[src/rtl/multicycle_main_control_pkg.sv]
// Shared encodings for the multicycle MIPS main control: states, opcodes,
// ALUop codes and datapath mux selects.
package multicycle_main_control_pkg;

    // 12 states packed into 4 bits
    typedef enum logic [3:0] {
        StFetch    = 4'd0,
        StDecode   = 4'd1,
        StMemAddr  = 4'd2,
        StMemRead  = 4'd3,
        StMemWb    = 4'd4,
        StMemWrite = 4'd5,
        StRExec    = 4'd6,
        StRWb      = 4'd7,
        StBeq      = 4'd8,
        StJump     = 4'd9,
        StIExec    = 4'd10,
        StIWb      = 4'd11
    } state_e;

    // Instruction opcodes (IR[31:26])
    localparam logic [5:0] OP_RTYPE = 6'b000000;
    localparam logic [5:0] OP_LW    = 6'b100011;
    localparam logic [5:0] OP_SW    = 6'b101011;
    localparam logic [5:0] OP_BEQ   = 6'b000100;
    localparam logic [5:0] OP_J     = 6'b000010;
    localparam logic [5:0] OP_ADDI  = 6'b001000;
    localparam logic [5:0] OP_ANDI  = 6'b001100;
    localparam logic [5:0] OP_ORI   = 6'b001101;

    // ALUop pair handed to ALUcontrol
    localparam logic [1:0] ALUOP_ADD   = 2'b00;
    localparam logic [1:0] ALUOP_SUB   = 2'b01;
    localparam logic [1:0] ALUOP_FUNCT = 2'b10;

    // ALU B operand select
    localparam logic [1:0] SRCB_REG    = 2'b00;
    localparam logic [1:0] SRCB_FOUR   = 2'b01;
    localparam logic [1:0] SRCB_IMM    = 2'b10;
    localparam logic [1:0] SRCB_IMM_SH = 2'b11;

    // PC source select
    localparam logic [1:0] PCSRC_ALU    = 2'b00;
    localparam logic [1:0] PCSRC_ALUOUT = 2'b01;
    localparam logic [1:0] PCSRC_JUMP   = 2'b10;

    // Dispatch target out of DECODE; unknown opcodes fall back to FETCH
    function automatic state_e decode_next(input logic [5:0] op);
        state_e nxt;
        case (op)
            OP_RTYPE:                  nxt = StRExec;
            OP_LW, OP_SW:              nxt = StMemAddr;
            OP_BEQ:                    nxt = StBeq;
            OP_J:                      nxt = StJump;
            OP_ADDI, OP_ANDI, OP_ORI:  nxt = StIExec;
            default:                   nxt = StFetch;
        endcase
        return nxt;
    endfunction

    function automatic logic is_legal_op(input logic [5:0] op);
        return decode_next(op) != StFetch;
    endfunction

endpackage

[src/rtl/multicycle_main_control.sv]
// Moore main-control FSM for the multicycle MIPS datapath. Drives datapath
// enables and the ALUop pair, and counts retired instructions.
module multicycle_main_control
    import multicycle_main_control_pkg::*;
#(
    parameter int unsigned CNT_WIDTH = 32
) (
    input  logic                 clk,
    input  logic                 reset,
    input  logic [5:0]           opcode,
    input  logic                 mem_ready,
    output logic                 PCWrite,
    output logic                 PCWriteCond,
    output logic                 IorD,
    output logic                 MemRead,
    output logic                 MemWrite,
    output logic                 IRWrite,
    output logic                 MemtoReg,
    output logic                 RegDst,
    output logic                 RegWrite,
    output logic                 ALUSrcA,
    output logic [1:0]           ALUSrcB,
    output logic [1:0]           PCSource,
    output logic                 ALUop1,
    output logic                 ALUop0,
    output logic                 illegal_op,
    output logic                 instr_done,
    output logic [CNT_WIDTH-1:0] retired
);

    state_e               state_q, state_d;
    logic [CNT_WIDTH-1:0] retired_q;
    logic [1:0]           alu_op;

    // State register and retired-instruction counter
    always_ff @(posedge clk) begin
        if (reset) begin
            state_q   <= StFetch;
            retired_q <= '0;
        end else begin
            state_q <= state_d;
            if (instr_done) begin
                retired_q <= retired_q + CNT_WIDTH'(1);
            end
        end
    end

    // Next-state and output decode; reset forces every output low
    always_comb begin
        state_d     = state_q;
        PCWrite     = 1'b0;
        PCWriteCond = 1'b0;
        IorD        = 1'b0;
        MemRead     = 1'b0;
        MemWrite    = 1'b0;
        IRWrite     = 1'b0;
        MemtoReg    = 1'b0;
        RegDst      = 1'b0;
        RegWrite    = 1'b0;
        ALUSrcA     = 1'b0;
        ALUSrcB     = SRCB_REG;
        PCSource    = PCSRC_ALU;
        alu_op      = ALUOP_ADD;
        illegal_op  = 1'b0;
        instr_done  = 1'b0;

        unique case (state_q)
            StFetch: begin
                MemRead = 1'b1;
                ALUSrcB = SRCB_FOUR;
                IRWrite = mem_ready;
                PCWrite = mem_ready;
                if (mem_ready) begin
                    state_d = StDecode;
                end
            end
            StDecode: begin
                ALUSrcB    = SRCB_IMM_SH;
                illegal_op = !is_legal_op(opcode);
                state_d    = decode_next(opcode);
            end
            StMemAddr: begin
                ALUSrcA = 1'b1;
                ALUSrcB = SRCB_IMM;
                state_d = (opcode == OP_LW) ? StMemRead : StMemWrite;
            end
            StMemRead: begin
                MemRead = 1'b1;
                IorD    = 1'b1;
                if (mem_ready) begin
                    state_d = StMemWb;
                end
            end
            StMemWb: begin
                RegWrite   = 1'b1;
                MemtoReg   = 1'b1;
                instr_done = 1'b1;
                state_d    = StFetch;
            end
            StMemWrite: begin
                MemWrite = 1'b1;
                IorD     = 1'b1;
                if (mem_ready) begin
                    instr_done = 1'b1;
                    state_d    = StFetch;
                end
            end
            StRExec: begin
                ALUSrcA = 1'b1;
                alu_op  = ALUOP_FUNCT;
                state_d = StRWb;
            end
            StRWb: begin
                RegWrite   = 1'b1;
                RegDst     = 1'b1;
                instr_done = 1'b1;
                state_d    = StFetch;
            end
            StBeq: begin
                ALUSrcA     = 1'b1;
                alu_op      = ALUOP_SUB;
                PCWriteCond = 1'b1;
                PCSource    = PCSRC_ALUOUT;
                instr_done  = 1'b1;
                state_d     = StFetch;
            end
            StJump: begin
                PCWrite    = 1'b1;
                PCSource   = PCSRC_JUMP;
                instr_done = 1'b1;
                state_d    = StFetch;
            end
            StIExec: begin
                // ALUcontrol picks the I-type op from the opcode itself
                ALUSrcA = 1'b1;
                ALUSrcB = SRCB_IMM;
                state_d = StIWb;
            end
            StIWb: begin
                RegWrite   = 1'b1;
                instr_done = 1'b1;
                state_d    = StFetch;
            end
            default: begin
                state_d = StFetch;
            end
        endcase

        // Reset aborts any in-flight instruction without side effects
        if (reset) begin
            state_d     = StFetch;
            PCWrite     = 1'b0;
            PCWriteCond = 1'b0;
            IorD        = 1'b0;
            MemRead     = 1'b0;
            MemWrite    = 1'b0;
            IRWrite     = 1'b0;
            MemtoReg    = 1'b0;
            RegDst      = 1'b0;
            RegWrite    = 1'b0;
            ALUSrcA     = 1'b0;
            ALUSrcB     = SRCB_REG;
            PCSource    = PCSRC_ALU;
            alu_op      = ALUOP_ADD;
            illegal_op  = 1'b0;
            instr_done  = 1'b0;
        end
    end

    assign ALUop1  = alu_op[1];
    assign ALUop0  = alu_op[0];
    assign retired = reset ? '0 : retired_q;

endmodule

[config.mk]
export PLATFORM = sky130hd
export DESIGN_NAME = multicycle_main_control
export DESIGN_NICKNAME = d
export VERILOG_FILES = /design/src/rtl/multicycle_main_control_pkg.sv /design/src/rtl/multicycle_main_control.sv
export SDC_FILE = /design/constraint.sdc
export NUM_CORES = 1
export LEC_CHECK = 0
export ABC_AREA = 1
export CAP_MARGIN = 15
export CORE_ASPECT_RATIO = 1.2
export CORE_UTILIZATION = 56
export DETAILED_ROUTE_END_ITERATION = 6
export GPL_ROUTABILITY_DRIVEN = 0
export GPL_TIMING_DRIVEN = 0
export HOLD_SLACK_MARGIN = 0.06
export PLACE_DENSITY = 0.87
export SYNTH_ARGS = -nofsm -noshare
export SYNTH_HDL_FRONTEND = slang
export SYNTH_SLANG_ARGS = --single-unit
[constraint.sdc]
create_clock -name clk -period 3.1 [get_ports clk]
set_clock_uncertainty 0.15 [all_clocks]
set_input_delay 0.465 -clock clk [delete_from_list [all_inputs] [get_ports clk]]
set_output_delay 0.465 -clock clk [all_outputs]
set_load 0.005 [all_outputs]
After elaboration in Yosys (flattened, before gate mapping)
Index checks and enable logic that the tools add are counted.
{"block": "totals", "reg_bits": 36, "input_bits": 9, "out_inout_bits": 50, "elab_cells": 76}
{"block": "classes", "add_sub_neg": 1, "n_eq_ne": 21, "n_mux": 39, "n_reduce_logical": 13}
{"op": "32-bit by 1-bit adder with 32-bit output, second input constant", "count": 1}
{"op": "32-bit two-way mux", "count": 1}
{"op": "4-bit case mux with 7 select lines", "count": 1}
{"op": "1-bit two-way mux", "count": 23}
{"op": "4-bit case mux with 5 select lines", "count": 1}
{"op": "6-bit by 4-bit == test with 1-bit output, second input constant", "count": 3}
{"op": "4-bit by 3-bit == test with 1-bit output, second input constant", "count": 4}
{"op": "4-bit == test, second input constant", "count": 4}
{"op": "4-bit two-way mux", "count": 4}
{"op": "6-bit == test, second input constant", "count": 2}
{"op": "4-bit by 2-bit == test with 1-bit output, second input constant", "count": 2}
{"op": "2-bit case mux with 2 select lines", "count": 2}
{"op": "2-bit OR reduction", "count": 4}
{"op": "6-bit by 2-bit == test with 1-bit output, second input constant", "count": 1}
{"op": "6-bit by 3-bit == test with 1-bit output, second input constant", "count": 1}
{"op": "6-bit logical NOT", "count": 1}
{"op": "2-bit two-way mux", "count": 3}
{"op": "2-bit inequality test, second input constant", "count": 3}
{"op": "2-bit case mux with 3 select lines", "count": 1}
{"op": "3-bit OR reduction", "count": 2}
{"op": "5-bit OR reduction", "count": 1}
{"op": "4-bit by 1-bit == test with 1-bit output, second input constant", "count": 1}
{"op": "4-bit logical NOT", "count": 1}
{"op": "1-bit case mux with 2 select lines", "count": 2}
{"op": "other kinds (5)", "count": 5}

Depth between registers and ports, before layout
{"block": "depth", "depth_word": 8, "ltp_mapped": 11, "ltp_nobuf": 11}

Least setup slack after synthesis
No wires, ideal clock.
{"block": "synth_timing", "kind": "input to output", "start": "input reset", "end": "output PCSource[0]", "arrival_ns": 1.492, "path_slack_ns": 0.993, "cell_stages": 5, "n_path_buf": 4, "path_cell_list": "buf_2 -> clkbuf_1 -> clkbuf_1 -> nor2_1 -> buf_4"}
{"block": "synth_between", "elab_chain_len": 1}
{"element": "start: declaration", "line_no": "multicycle_main_control.sv:9", "rtl": "input logic reset,"}
{"element": "2-bit two-way mux", "line_no": "multicycle_main_control.sv:150", "rtl": "if (reset) begin"}
{"element": "end: declaration", "line_no": "multicycle_main_control.sv:23", "rtl": "output logic [1:0] PCSource,"}
No other way between the ends.

Worst setup path after layout
Ends and elaborated chain as after synthesis.

==> run metrics <==
outcome finished clean; initial antenna violation count 0; vias in the first global route 3152; post-route clock period utilization 93.53%; Die ar. 5203 µm²; setup bufs post-CTS 0; Lkg Pwr 1.406 nW; CTS Buf Count 5; Clock Latency Late Sink 0.29 ns; Core Area 4662 µm²; Multi-input gate area 1712 µm²; Ports 59; CTS max path bufs 2; Hold Buf Count CTS 0; Reg area 720.7 µm²; PD cells 291.3 nW/µm²; IO buf count 57; Crit Path Category in2out; most frequent cells in the layout 191 x nand2_1, 111 x nor2_1, 59 x inv_1, 57 x clkdlybuf4s50_1, 36 x dfxtp_1; commonest non-fill, non-tap cell in the layout nand2_1; DRC viols 0; unrepaired setup endpoints after global routing no; Pre-Repair DR Iteration Count 5; Overflow after GRT 0; Initial Utilization 59.07%; share of layout cells above drive strength 1 4.836%; Root Driver clkbuf_8; placed cells 629; Slew Viols, Final 0; FP Rows 27; nature of the critical path endpoint output pin; maxcap violations 0; Fin. Hold Viols 0; Arr. time, crit path 2.28 ns; Power Total 0.001026 W; clk sink count 36; initial DRC count 253; H-tree depth 2; Min Clock Period, post-route 2.899 ns; post_cts resized 0; Max Clk Rate 344.9 MHz; Worst Path Max Fanout 10; routed len/inst 12.92 µm; Synth Instances 514; setup TNS 0 ns; post-route insts no fill 637; Vias/cell 5.367; final setup vio count 0; Clock transition at path regs 0.07 ns; library cells used by synthesis 24; DP HPWL 6419 µm; Worst EP required 2.48 ns; Setup crit start kind primary input; Fillers 414; Synth Register Bits 36; # diodes 0; Mapped Area 2754 µm²; DRT Wirelength 8230 µm; first-pass GRT wire length 13690 µm; design area 3523 µm²; final antenna-violating net count 0; Hold Path Class reg2reg; CTS tree yes; Warnings, synthesis 0; GRT Overall Usage 33.95%; Syn Area/Cell 5.358 µm²; Total Nets Final 588; via count 3419; worst-margin pin slew 0.5151 ns; Die Wd 66.02 µm; Hold Slack 0.3374 ns; Peak VDD IR 0.1941 mV; die height 78.82 µm; sequential element share of the synthesized area 26.17%; Syn-to-layout area delta 27.94%; largest net degree at the start of global routing 12; Rel. slew slack 65.66%; Area after DPL 3397 µm²; Post-Synthesis Net Count 524
==> cells in the mapped netlist, drive strengths merged <==
cell / count / area share, %
buf: 9 / 2.4
nor3: 2 / 0.36
a21oi: 31 / 5.8
nor2: 117 / 17
nand4: 3 / 0.68
nor4: 2 / 0.45
nand2: 194 / 27
clkbuf: 7 / 0.95
o21ai: 8 / 1.5
ha: 1 / 0.45
dfxtp: 36 / 26
inv: 61 / 8.3
xor2: 8 / 2.5
nand3: 35 / 6.4
==> through the flow <==
stage	setup slack [ns]	util, %
finish	0.2007	75.58
global route	0.05320	75.58
CTS	0.1823	75.58
detailed placement	0.1964	72.87
global placement	0.2098	72.87
floorplan	0.9927	-
==> worst max-delay path, cell delays in order <==
cell	delay (ns)
buf_2	0.24
clkbuf_1	0.45
clkbuf_1	0.42
nor2_1	0.12
buf_4	0.15
clkdlybuf4s50_1	0.44
==> logic make-up (layout without fill, tap and decap cells) <==
group           count (synthesis)  in the layout  share of synthesized area [%]
flops                          36             36                          26.17
xor+xnor                        8              8                          2.544
fa+ha+maj                       1              1                         0.4543
compound gates                 39             39                          7.224
buf+inv                        77            142                          11.68
simple gates                  353            353                          51.93
==> layer usage <==
layer  GRT usage, %  wire length, µm  up-vias  share of wire, %
met4          19.15              350        0               4.3
met3          5.891              493       34               6.0
li1               -                -     1697                 -
met2          59.29             4073      158                49
met5              0                0        -                 0
met1          38.04             3313     1530                40
==> flip-flops by register name (all words and copies together), names as in the netlist <==
signal and count:
state_q 4, retired_q 32
==> final timing paths <==
check                                     to                       start  cells past startpoint  slack, ns
hold / removal    retired_q[31]$_SDFFE_PP0P_  retired_q[31]$_SDFFE_PP0P_                      2       0.34
setup / recovery                 PCSource[0]                       reset                      6       0.20
setup reg to reg  retired_q[14]$_SDFFE_PP0P_   retired_q[0]$_SDFFE_PP0P_                     10       0.99
hold reg to reg   retired_q[31]$_SDFFE_PP0P_  retired_q[31]$_SDFFE_PP0P_                      2       0.34
==> power breakdown <==
| group | leakage (nW) | switching (W) | internal [W] |
|---|---|---|---|
| Sequential | 0.290 | 0.00000155 | 0.000464 |
| Clock | 0.0645 | 0.000177 | 0.000284 |
| Combinational | 1.05 | 0.0000609 | 0.0000385 |
==> cell type report <==
class / count / area share (%)
Buffer: 16 / 2.628
Clock buffer: 7 / 2.734
Clock inverter: 1 / 0.8523
Inverter: 61 / 6.499
Multi-Input combinational cell: 401 / 48.58
Sequential cell: 36 / 20.45
Tap cell: 58 / 2.060
Timing Repair Buffer: 57 / 16.19
Power figures use the tool's default switching activity.
==> variant 1 (config.mk and constraints unchanged) <==
Change the parameter `CNT_WIDTH` from 32 to 48.
--- a/src/rtl/multicycle_main_control.sv
+++ b/src/rtl/multicycle_main_control.sv
@@ -3,7 +3,7 @@
 module multicycle_main_control
     import multicycle_main_control_pkg::*;
 #(
-    parameter int unsigned CNT_WIDTH = 32
+    parameter int unsigned CNT_WIDTH = 48
 ) (
     input  logic                 clk,
     input  logic                 reset,
Ports: changed (resized retired); port bits go from 59 to 75. No check against the original RTL was run, so the function may have changed too.
==> variant 1 against the original RTL <==
Final area increased by 38%; largest cell class unchanged; synthesized area rose by 42%; die area grew 41%; total power is 26% higher; register-to-register slack got worse by 0.24 ns; sequential cell count rose by 16; routed wire length is 51% higher; setup slack got worse by 0.059 ns.
==> variant 1: results (changes against the original RTL) <==
Final layout
  – Layout cells sized above 1: 0.0433 (-0.00505)
  – Reg with most FFs: retired_q
  – Net count of the finished layout: 794 (+35%)
  – Biggest regs: retired_q (48), state_q (4)
  – Final antenna diode count: 0 (unchanged)

Detailed routing
  – Number of iterations in the first detailed-routing pass: 5 (unchanged)
  – Routed via count: 4867 (+42%)
  – First-iteration detailed-routing DRC count: 560 (+120%)
  – Total wire length: 12500 um (+51%)

Global routing
  – Antenna violations before repair: 0 (unchanged)
  – All-layer global routing usage: 0.360 (+0.0201)
  – First-pass GRT wire length: 20700 um (+51%)
  – Via count of the first global-routing pass: 4530 (+44%)
  – Total overflow reported by the global router: 0 (unchanged)
  – Largest net degree at the start of global routing: 17 (+5)

Placement
  – Dpl hpwl: 9740 um (+52%)
  – Count of input and output buffers: 73 (+28%)
  – Post-place setup slack: 0.144 ns (-0.0522 ns)

Synthesis
  – Cell types with the highest counts after synthesis: sky130_fd_sc_hd__nand2_1, sky130_fd_sc_hd__nor2_1, sky130_fd_sc_hd__inv_1
  – Dominant cells by area after synthesis: sky130_fd_sc_hd__dfxtp_1, sky130_fd_sc_hd__nand2_1, sky130_fd_sc_hd__nor2_1
  – Yosys cell types: 32 (+33%)
  – Synthesized netlist net count: 714 (+36%)
  – Proportion of synthesized chip area in sequential cells: 0.266 (+0.00446)
  – Async S/R FF share, synth: 0 (unchanged)
  – Most common flop cell mapped by yosys: sky130_fd_sc_hd__dfxtp_1
  – Number of synthesis warnings: 0 (unchanged)

CTS
  – Post-CTS setup buffer count: 0 (unchanged)
  – TritonCTS buffer count: 5 (unchanged)
  – Total of cells resized after clock tree synthesis: 0 (unchanged)
  – Clock-pin slew on the worst setup and hold paths: 0.09 ns (+0.02 ns)
  – Clk Latency, worst-skew pair: 0.32 ns (+0.03 ns)
  – Buffers from clock root to sink, at most: 2 (unchanged)
  – CTS root buffer: sky130_fd_sc_hd__clkbuf_8
  – H-tree levels: 2 (unchanged)

Pwr
  – VDD IR-drop max: 184 uV (-5.2%)
  – Leak: 0.00163 uW (+16%)

Min path
  – Worst Hold Class: flop to flop

Status
  – Run status: complete, no violations

Timing
  – Max-Slew Margin vs Limit: 0.579 (-0.0772)

Critical path
  – Maximum fanout count along the critical path: 10 (unchanged)
  – Crit path DAT: 2.34 ns (+0.06 ns)
-- variant 1: logic make-up after synthesis --
family | Yosys count | share of synthesized area
AND/OR/NAND/NOR | 478 | 0.505
XOR/XNOR | 20 | 0.0448
adder cells (fa/ha/maj) | 1 | 0.00320
AO/OA/AOI/OAI | 56 | 0.0739
buffers and inverters | 97 | 0.107
flip-flops | 52 | 0.266
-- variant 1: layout make-up --
cell class	count	area [um^2]
inverters	76	293
multi-input cells	555	2450
fillers	621	1940
well taps	87	109
repair buffers	73	731
plain buffers	21	125
flip-flops and latches	52	1040
clock inverters	2	38.8
clock buffers	6	82.6
-- variant 1: worst max-delay path, stage by stage --
cell and delay [ns]:
sky130_fd_sc_hd__clkbuf_1 0.28, sky130_fd_sc_hd__clkbuf_1 0.47, sky130_fd_sc_hd__clkbuf_1 0.43, sky130_fd_sc_hd__nor2_1 0.12, sky130_fd_sc_hd__buf_4 0.15, sky130_fd_sc_hd__clkdlybuf4s50_1 0.43
-- variant 1: worst paths after layout --
check                             startpoint                    endpoint  slack (ns)  depth (start not counted)
setup reg to reg   retired_q[1]$_SDFFE_PP0P_  retired_q[32]$_SDFFE_PP0P_        0.75                          9
setup / recovery                       reset                 PCSource[0]        0.14                          6
hold / removal    retired_q[47]$_SDFFE_PP0P_  retired_q[47]$_SDFFE_PP0P_        0.35                          2
hold reg to reg   retired_q[47]$_SDFFE_PP0P_  retired_q[47]$_SDFFE_PP0P_        0.35                          2
-- variant 1: metal layers --
layer,share of wire,up-vias,track usage
li1,-,2354,-
met1,0.39,2170,0.438
met2,0.45,275,0.596
met3,0.084,68,0.0459
met4,0.067,0,0.228
met5,0,-,0
-- variant 1: where the power goes --
group	switching (uW)	internal, uW	leakage, uW
Combinational	73.7	39.8	0.00115
Sequential	1.45	670	0.000419
Clock	245	265	0.0000614
-- variant 1: through the flow --
stage	instance area, um^2	utilization	cells	hold WS [ns]
after floorplan	3910	-	704	0.307
after global placement	4750	0.697	864	0.318
after detailed placement	4750	0.697	864	0.334
after CTS	4870	0.715	872	0.348
after global routing	4870	0.715	872	0.378
final	4870	0.715	872	0.347
==> variant 2 (same flow settings) <==
Without the edit above. Reset style: asynchronous (`reset`), changed in one clocked block.
--- a/src/rtl/multicycle_main_control.sv
+++ b/src/rtl/multicycle_main_control.sv
@@ -33,7 +33,7 @@
     logic [1:0]           alu_op;
 
     // State register and retired-instruction counter
-    always_ff @(posedge clk) begin
+    always_ff @(posedge clk or posedge reset) begin
         if (reset) begin
             state_q   <= StFetch;
             retired_q <= '0;
Check against the original RTL: same outputs for any inputs over 10 cycles, from zero or initial values and one cycle with reset high; that may be too few to reach the edited logic, so the function may still have changed.
==> variant 2 against the original RTL <==
Final area up 8.2%; sequential power increased by 15%; synthesized area rose by 10%; sequential cell count is the same; total power grew 12%; routed wire length is 4.7% lower; setup slack improved by 0.0039 ns; non-clock buffer count is 2 lower; hold slack improved by 0.033 ns; global-route usage shrank 5.1 points; die area increased by 10%; largest cell class unchanged.
==> variant 2: results (changes against the original RTL) <==
Status
  – Run status: complete, no violations

Synthesis
  – Number of synthesis warnings: 0 (unchanged)
  – Proportion of synthesized chip area in sequential cells: 0.296 (+0.0344)
  – Cell types with the highest counts after synthesis: sky130_fd_sc_hd__nand2_1, sky130_fd_sc_hd__nor2_1, sky130_fd_sc_hd__inv_1
  – Dominant cells by area after synthesis: sky130_fd_sc_hd__dfrtp_1, sky130_fd_sc_hd__nand2_1, sky130_fd_sc_hd__nor2_1
  – Async S/R FF share, synth: 1.00 (+1.00)
  – Most common flop cell mapped by yosys: sky130_fd_sc_hd__dfrtp_1
  – Synthesized netlist net count: 520 (-0.76%)
  – Yosys cell types: 26 (+8.3%)

CTS
  – Buffers from clock root to sink, at most: 2 (unchanged)
  – H-tree levels: 2 (unchanged)
  – TritonCTS buffer count: 5 (unchanged)

Pwr
  – Combinational gate power: 197 uW (+98%)
  – Share of power burned in registers: 0.466 (+0.012)
  – Proportion of power drawn by combinational gates: 0.171 (+0.074)
  – Internal cell power: 823 uW (+4.6%)
  – VDD IR-drop max: 199 uV (+2.5%)
  – Leak: 0.00180 uW (+28%)

Detailed routing
  – First-iteration detailed-routing DRC count: 247 (-2.4%)
  – Ratio of routed vias to standard cells: 5.09 (-5.2%)
  – Per-cell routed wire length: 12.3 um (-4.9%)
  – Number of iterations in the first detailed-routing pass: 5 (unchanged)

Placement
  – Count of input and output buffers: 58 (+1.8%)
  – Dpl hpwl: 6110 um (-4.9%)
  – Placed inst area: 0.00370 mm^2 (+9.0%)
  – Post-place setup slack: -0.0926 ns (-0.289 ns)

Critical path
  – Master of the slowest instance on the critical path: sky130_fd_sc_hd__inv_2
  – Maximum fanout count along the critical path: 40 (+30)
  – Highest cell delay on the worst timing path: 0.64 ns (+0.19 ns)

Global routing
  – Via count of the first global-routing pass: 2893 (-8.2%)
  – All-layer global routing usage: 0.288 (-0.0512)
  – Largest net degree at the start of global routing: 41 (+29)
  – First-pass GRT wire length: 13100 um (-4.3%)

Timing
  – Max-slew violation count: 0 (unchanged)
  – Least-Margin Pin Slew: 0.850 ns (+0.335 ns)

Min path
  – Worst Hold Class: flop to flop

Final layout
  – Net count of the finished layout: 585 (-0.51%)
  – Total of fill cells in the finished design: 452 (+9.2%)
  – Layout cells sized above 1: 0.109 (+0.0610)
  – Final antenna diode count: 0 (unchanged)
variant 2: per-layer routing:
metal | wire length [um] | up-vias | GRT usage
met5 | 0 | - | 0
met4 | 205 | 0 | 0.124
met3 | 357 | 17 | 0.0400
met2 | 3910 | 110 | 0.510
met1 | 3370 | 1454 | 0.355
li1 | - | 1665 | -
variant 2: repair_timing:
| action | in CTS | in global routing |
|---|---|---|
| gates resized for setup | 1 | 2 |
| setup endpoints to repair | 2 | 2 |
| endpoints found under the hold margin | 0 | 0 |
variant 2: stage by stage:
step | std cells | utilization
finish | 638 | 0.724
global route | 638 | 0.724
detailed placement | 630 | 0.703
floorplan | 510 | -
global placement | 630 | 0.703
CTS | 638 | 0.724
variant 2: area by class of cell:
type	instances	share of cell area
multi-input cells	400	0.473
repair buffers	58	0.152
clock buffers	6	0.0190
clock inverters	2	0.00919
inverters	61	0.0601
plain buffers	13	0.0292
flip-flops and latches	36	0.236
well taps	62	0.0204
variant 2: logic make-up after synthesis:
kind of cell | synth area share
AOI/OAI and AO/OA | 0.0288
xor gates and xnor gates | 0.0374
adders and majority gates | 0.00411
buffers and inverters | 0.111
DFF | 0.296
and+or+nand+nor | 0.523
variant 2: path summary, 6_finish.rpt:
check	start	to	slack, ns	depth (start not counted)
worst min-delay path	retired_q[31]$_DFFE_PP0P_	retired_q[31]$_DFFE_PP0P_	0.37	2
worst min register to register	retired_q[31]$_DFFE_PP0P_	retired_q[31]$_DFFE_PP0P_	0.37	2
worst max register to register	retired_q[1]$_DFFE_PP0P_	retired_q[30]$_DFFE_PP0P_	1.26	10
max in group asynchronous	reset	retired_q[0]$_DFFE_PP0P_	1.70	2
min in group asynchronous	reset	state_q[0]$_DFFE_PP0P_	0.57	2
worst max-delay path	reset	RegWrite	0.20	4
